File: config.mk
export PLATFORM = sky130hd
export DESIGN_NAME = ahb_apb_bridge_slave
export DESIGN_NICKNAME = d
export VERILOG_FILES = /design/src/rtl/ahb_apb_pkg.sv /design/src/rtl/apb_slave_decoder.sv /design/src/rtl/ahb_apb_bridge_slave.sv
export SDC_FILE = /design/constraint.sdc
export NUM_CORES = 1
export LEC_CHECK = 0
export ABC_AREA = 1
export CELL_PAD_IN_SITES_DETAIL_PLACEMENT = 1
export CELL_PAD_IN_SITES_GLOBAL_PLACEMENT = 1
export CORE_MARGIN = 8
export CORE_UTILIZATION = 23
export DETAILED_ROUTE_END_ITERATION = 7
export MAX_ROUTING_LAYER = met4
export PLACE_DENSITY = 0.85
export SLEW_MARGIN = 20
export SYNTH_ARGS = -nofsm -noshare
export SYNTH_HDL_FRONTEND = slang
export SYNTH_SLANG_ARGS = --single-unit
File: constraint.sdc
create_clock -name clock -period 1.5 [get_ports clock]
set_input_delay 0.45 -clock clock [delete_from_list [all_inputs] [get_ports clock]]
set_output_delay 0.45 -clock clock [all_outputs]
set_load 0.005 [all_outputs]
File: src/rtl/ahb_apb_pkg.sv
// Shared encodings and defaults for the AHB-Lite to APB bridge responder.
package ahb_apb_pkg;

  localparam logic [1:0] HTRANS_IDLE   = 2'b00;
  localparam logic [1:0] HTRANS_BUSY   = 2'b01;
  localparam logic [1:0] HTRANS_NONSEQ = 2'b10;
  localparam logic [1:0] HTRANS_SEQ    = 2'b11;

  localparam logic [1:0] HRESP_OKAY  = 2'b00;
  localparam logic [1:0] HRESP_ERROR = 2'b01;

  localparam logic [31:0] DEF_ADDR_BASE = 32'h8000_0000;
  localparam logic [31:0] DEF_SLV_SIZE  = 32'h0400_0000;

  typedef enum logic [2:0] {
    ST_IDLE,
    ST_WDATA,
    ST_SETUP,
    ST_ENABLE,
    ST_ERR1,
    ST_ERR2
  } bridge_state_t;

endpackage

File: src/rtl/apb_slave_decoder.sv
// Combinational APB window decode: HADDR -> in-range flag and one-hot peripheral select.
module apb_slave_decoder
  import ahb_apb_pkg::*;
#(
  parameter int unsigned NUM_SLV   = 4,
  parameter logic [31:0] ADDR_BASE = DEF_ADDR_BASE,
  parameter logic [31:0] SLV_SIZE  = DEF_SLV_SIZE
) (
  input  logic [31:0]        haddr,
  output logic               in_range,
  output logic [NUM_SLV-1:0] sel
);

  localparam int unsigned SIZE_LOG2 = $clog2(SLV_SIZE);
  // One bit wider than the bus so a window reaching 4 GiB still compares correctly.
  localparam logic [32:0] SPAN = 33'(NUM_SLV) << SIZE_LOG2;

  logic [31:0] offset;
  logic [31:0] idx;

  assign offset   = haddr - ADDR_BASE;
  assign idx      = offset >> SIZE_LOG2;
  assign in_range = (haddr >= ADDR_BASE) && ({1'b0, offset} < SPAN);

  always_comb begin
    sel = '0;
    for (int unsigned i = 0; i < NUM_SLV; i++) begin
      sel[i] = in_range && (idx == 32'(i));
    end
  end

endmodule

File: src/rtl/ahb_apb_bridge_slave.sv
// AHB-Lite responder replaying each accepted beat as an AMBA 2 APB access,
// with a two-cycle ERROR response for addresses outside the APB window.
module ahb_apb_bridge_slave
  import ahb_apb_pkg::*;
#(
  parameter int unsigned NUM_SLV   = 4,
  parameter logic [31:0] ADDR_BASE = DEF_ADDR_BASE,
  parameter logic [31:0] SLV_SIZE  = DEF_SLV_SIZE
) (
  input  logic               clock,
  input  logic               HRESET,
  input  logic               HSELAPBif,
  input  logic               HREADYin,
  input  logic               HWRITE,
  input  logic [1:0]         HTRANS,
  input  logic [31:0]        HADDR,
  input  logic [31:0]        HWDATA,
  input  logic [2:0]         HSIZE,
  input  logic [2:0]         HBURST,
  output logic               HREADYout,
  output logic [1:0]         HRESP,
  output logic [31:0]        HRDATA,
  output logic [NUM_SLV-1:0] PSELx,
  output logic               PENABLE,
  output logic               PWRITE,
  output logic [31:0]        PADDR,
  output logic [31:0]        PWDATA,
  input  logic [31:0]        PRDATA
);

  bridge_state_t state, next_state;

  logic               valid;
  logic               in_range;
  logic [NUM_SLV-1:0] dec_sel;
  logic [NUM_SLV-1:0] sel_q;
  logic               accept;
  logic               capture_wdata;
  bridge_state_t      sample_state;
  logic               unused_ahb;

  // Size and burst type never change sequencing; every beat is handled alike.
  assign unused_ahb = ^{HSIZE, HBURST};

  assign valid = HSELAPBif && HREADYin &&
                 ((HTRANS == HTRANS_NONSEQ) || (HTRANS == HTRANS_SEQ));

  apb_slave_decoder #(
    .NUM_SLV   (NUM_SLV),
    .ADDR_BASE (ADDR_BASE),
    .SLV_SIZE  (SLV_SIZE)
  ) u_decoder (
    .haddr    (HADDR),
    .in_range (in_range),
    .sel      (dec_sel)
  );

  always_ff @(posedge clock) begin
    if (HRESET) begin
      state  <= ST_IDLE;
      sel_q  <= '0;
      PADDR  <= '0;
      PWRITE <= 1'b0;
      PWDATA <= '0;
    end else begin
      state <= next_state;
      if (accept) begin
        sel_q  <= dec_sel;
        PADDR  <= HADDR;
        PWRITE <= HWRITE;
      end
      if (capture_wdata) begin
        PWDATA <= HWDATA;
      end
    end
  end

  // IDLE, ENABLE and ERR2 all accept a new address phase identically.
  always_comb begin
    sample_state = ST_IDLE;
    if (valid) begin
      if (in_range) sample_state = HWRITE ? ST_WDATA : ST_SETUP;
      else          sample_state = ST_ERR1;
    end
  end

  always_comb begin
    next_state    = state;
    accept        = 1'b0;
    capture_wdata = 1'b0;
    PSELx         = '0;
    PENABLE       = 1'b0;
    HREADYout     = 1'b1;
    HRESP         = HRESP_OKAY;
    HRDATA        = '0;
    case (state)
      ST_IDLE: begin
        next_state = sample_state;
        accept     = valid && in_range;
      end
      ST_WDATA: begin
        HREADYout     = 1'b0;
        capture_wdata = 1'b1;
        next_state    = ST_SETUP;
      end
      ST_SETUP: begin
        PSELx      = sel_q;
        HREADYout  = 1'b0;
        next_state = ST_ENABLE;
      end
      ST_ENABLE: begin
        PSELx      = sel_q;
        PENABLE    = 1'b1;
        if (!PWRITE) HRDATA = PRDATA;
        next_state = sample_state;
        accept     = valid && in_range;
      end
      ST_ERR1: begin
        HRESP      = HRESP_ERROR;
        HREADYout  = 1'b0;
        next_state = ST_ERR2;
      end
      ST_ERR2: begin
        HRESP      = HRESP_ERROR;
        next_state = sample_state;
        accept     = valid && in_range;
      end
      default: next_state = ST_IDLE;
    endcase
  end

endmodule
==> flow_metrics.tcl <==
set metrics [dict create \
    start_util 0.235 \
    die-area_mm2 0.0175 \
    vias 3979 \
    cts_tree "done" \
    route.detailed.drc 0 \
    seq_power_share 0.378 \
    first_global_vias 4309 \
    place_congestion 0.809 \
    die_w_um 132 \
    rows 42 \
    io_buffers 205 \
    grt_max_degree 36 \
    netSwitchingPower_mw 1.25 \
    arrival_ns 1.54 \
    clock_path_buffers 2 \
    r2r_cells 11 \
    grtUsageTotal 0.172 \
    viasPerCell 4.54 \
    slew_violations 0 \
    cp-end-kind "output pin" \
    syn_avg_cell_area_um2 6.89 \
    cp-start-kind "register" \
    synth_area_mm2 0.00311 \
    cts_max_level 3 \
    post-route-min-period_ns 1.99 \
    hold_depth 2 \
    required_ns 1.05 \
    period_share 1.33 \
    drive_above_1_share 0.280 \
    cts_made_buffers 9 \
    clock_skew_ns 0.00564 \
    dp_hpwl_um 10300 \
    grt_pass1_wl_um 23500 \
    fin_area_mm2 0.00647 \
    status "finished with violations" \
    cp_max_fo 8 \
    ant_nets 0 \
    ir_drop_v 0.000400 \
    combPwrFrac 0.177 \
    yosys_warnings 0 \
    dr.pass1.iters 5 \
    grt-ovfl-total 0 \
    sw_frac_of_total 0.237 \
    syn2layout_area_growth_pct 108 \
    min_path_type "reg -> reg" \
    mostFrequentLayoutCells "nand2_1 (114), clkdlybuf4s50_1 (93), nor2_1 (80)" \
    finalSetupViolCount 79 \
    yosysSeqAreaShare 0.463 \
    dp_cells 828 \
    core_mm2 0.0132 \
    cts_root_buf "clkbuf_16" \
    violations "setup timing" \
    synthCells 452 \
    fin_cells 876 \
    layout.nets 804 \
    power_leakage_nw 2.98 \
    clkTransAtPathRegs_ns 0.06 \
    routed_wl_um 17400 \
    drt-initial-drc-count 116 \
    total_power_mw 5.26 \
    report.final.hold_viol_count 0 \
    p_clk_frac 0.446 \
    die_h_um 132 \
    synth_seq_cells 72 \
    holdWs_ns 0.438 \
    crit_type "reg -> out" \
    placed_area_mm2 0.00548 \
    nFillCells 1579 \
    cts.sinks 72 \
    syn-num-nets 561 \
    clock_latency_ns 0.33 \
    maxCapViolCount 0 \
    fin_ws_ns -0.493 \
    fin_tns_setup_ns -20.99 \
    ios 214 \
    ff2ff_setup_slack_ns -0.21 \
    rsz0062_at_grt "yes" \
    p_int_mw 4.01 \
    wl_per_cell_um 19.8 \
    power-per-cell-area_mw_per_mm2 812 \
    antenna_found_initial 1 \
    timing.fmax_mhz 502 \
    layout_commonest_cell "nand2_1" \
    yosysUniqueCellTypes 19 \
]
worst max-delay path, cell delays in order, from the launching register on:
cell and delay, ns:
dfxtp_2 0.33, inv_2 0.08, nand3_4 0.10, inv_4 0.09
buf_6 0.14, buf_16 0.16, nand2_2 0.06, nor2_2 0.12
buf_2 0.13
state kept, by name (all words and copies together) (netlist names):
name and flops:
PADDR 32, PWDATA 32, sel_q 4, state 3, PWRITE 1
final cells by class:
cell class	instances	area (um2)	area share
Clock buffer	12	256	0.0396
Inverter	19	98.8	0.0153
Tap cell	176	220	0.0340
Multi-Input combinational cell	331	1810	0.279
Clock inverter	3	65.1	0.0101
Timing Repair Buffer	259	2530	0.391
Antenna cell	1	2.50	0.000387
Timing Repair inverter	3	41.3	0.00638
Sequential cell	72	1450	0.224
synthesized netlist by cell type:
cell type / n / share of area
a21oi_1: 41 / 0.066
buf_2: 16 / 0.026
buf_4: 2 / 0.0048
buf_6: 2 / 0.0072
clkbuf_1: 10 / 0.012
clkinv_1: 1 / 0.0012
conb_1: 1 / 0.0012
dfxtp_1: 72 / 0.46
inv_1: 14 / 0.017
inv_2: 3 / 0.0036
inv_4: 1 / 0.0020
nand2_1: 142 / 0.17
nand2_2: 2 / 0.0040
nand3_1: 12 / 0.019
nand3_2: 1 / 0.0032
nand3b_1: 28 / 0.068
nor2_1: 101 / 0.12
nor2_2: 1 / 0.0020
nor2_4: 2 / 0.0072
stage by stage:
step / util / setup WS, ns
floorplan: - / 0.106
global placement: 0.413 / -0.542
detailed placement: 0.413 / -0.618
CTS: 0.445 / -0.349
global route: 0.489 / -0.552
finish: 0.489 / -0.493
logic make-up (layout without fill, tap and decap cells):
kind of cell	after synthesis	after routing	synth area share
other cells	1	2	0.00120
buf+inv	49	296	0.0736
flops	72	72	0.463
compound gates	41	41	0.0659
simple gates	289	289	0.396
worst paths after layout:
kind              from    endpoint
max reg2reg   state[2]   PADDR[25]
max           state[2]  HRDATA[26]
min          PADDR[30]   PADDR[30]
min reg2reg  PADDR[30]   PADDR[30]
layer usage:
layer  global-route usage  share of wire  routed length [um]  vias up
met5                    -              0                   0        -
met2                0.311           0.54                9370      133
li1                     -              -                   -     1897
met1                0.174           0.39                6700     1915
met4               0.0707          0.029                 503        0
met3               0.0408          0.045                 779       34
power groups by stage:
stage | combinational (mW) | sequential (mW) | clock [mW]
global placement | 0.704 | 2.02 | 0
CTS | 0.726 | 1.98 | 2.38
finish | 0.928 | 1.99 | 2.34
floorplan | 0.228 | 2.03 | 0
global route | 0.983 | 1.99 | 2.49
detailed placement | 0.725 | 2.03 | 0
timing repair:
| action | 4_1_cts | 5_1_grt |
|---|---|---|
| gates resized for setup | 271 | 106 |
| hold buffers | 0 | 0 |
| cloned | 8 | 6 |
| endpoints found under the setup margin | 136 | 82 |
| setup buffers | 11 | 10 |
| pin swaps | 16 | 40 |
No activity file was read; power rests on OpenSTA's default activity.
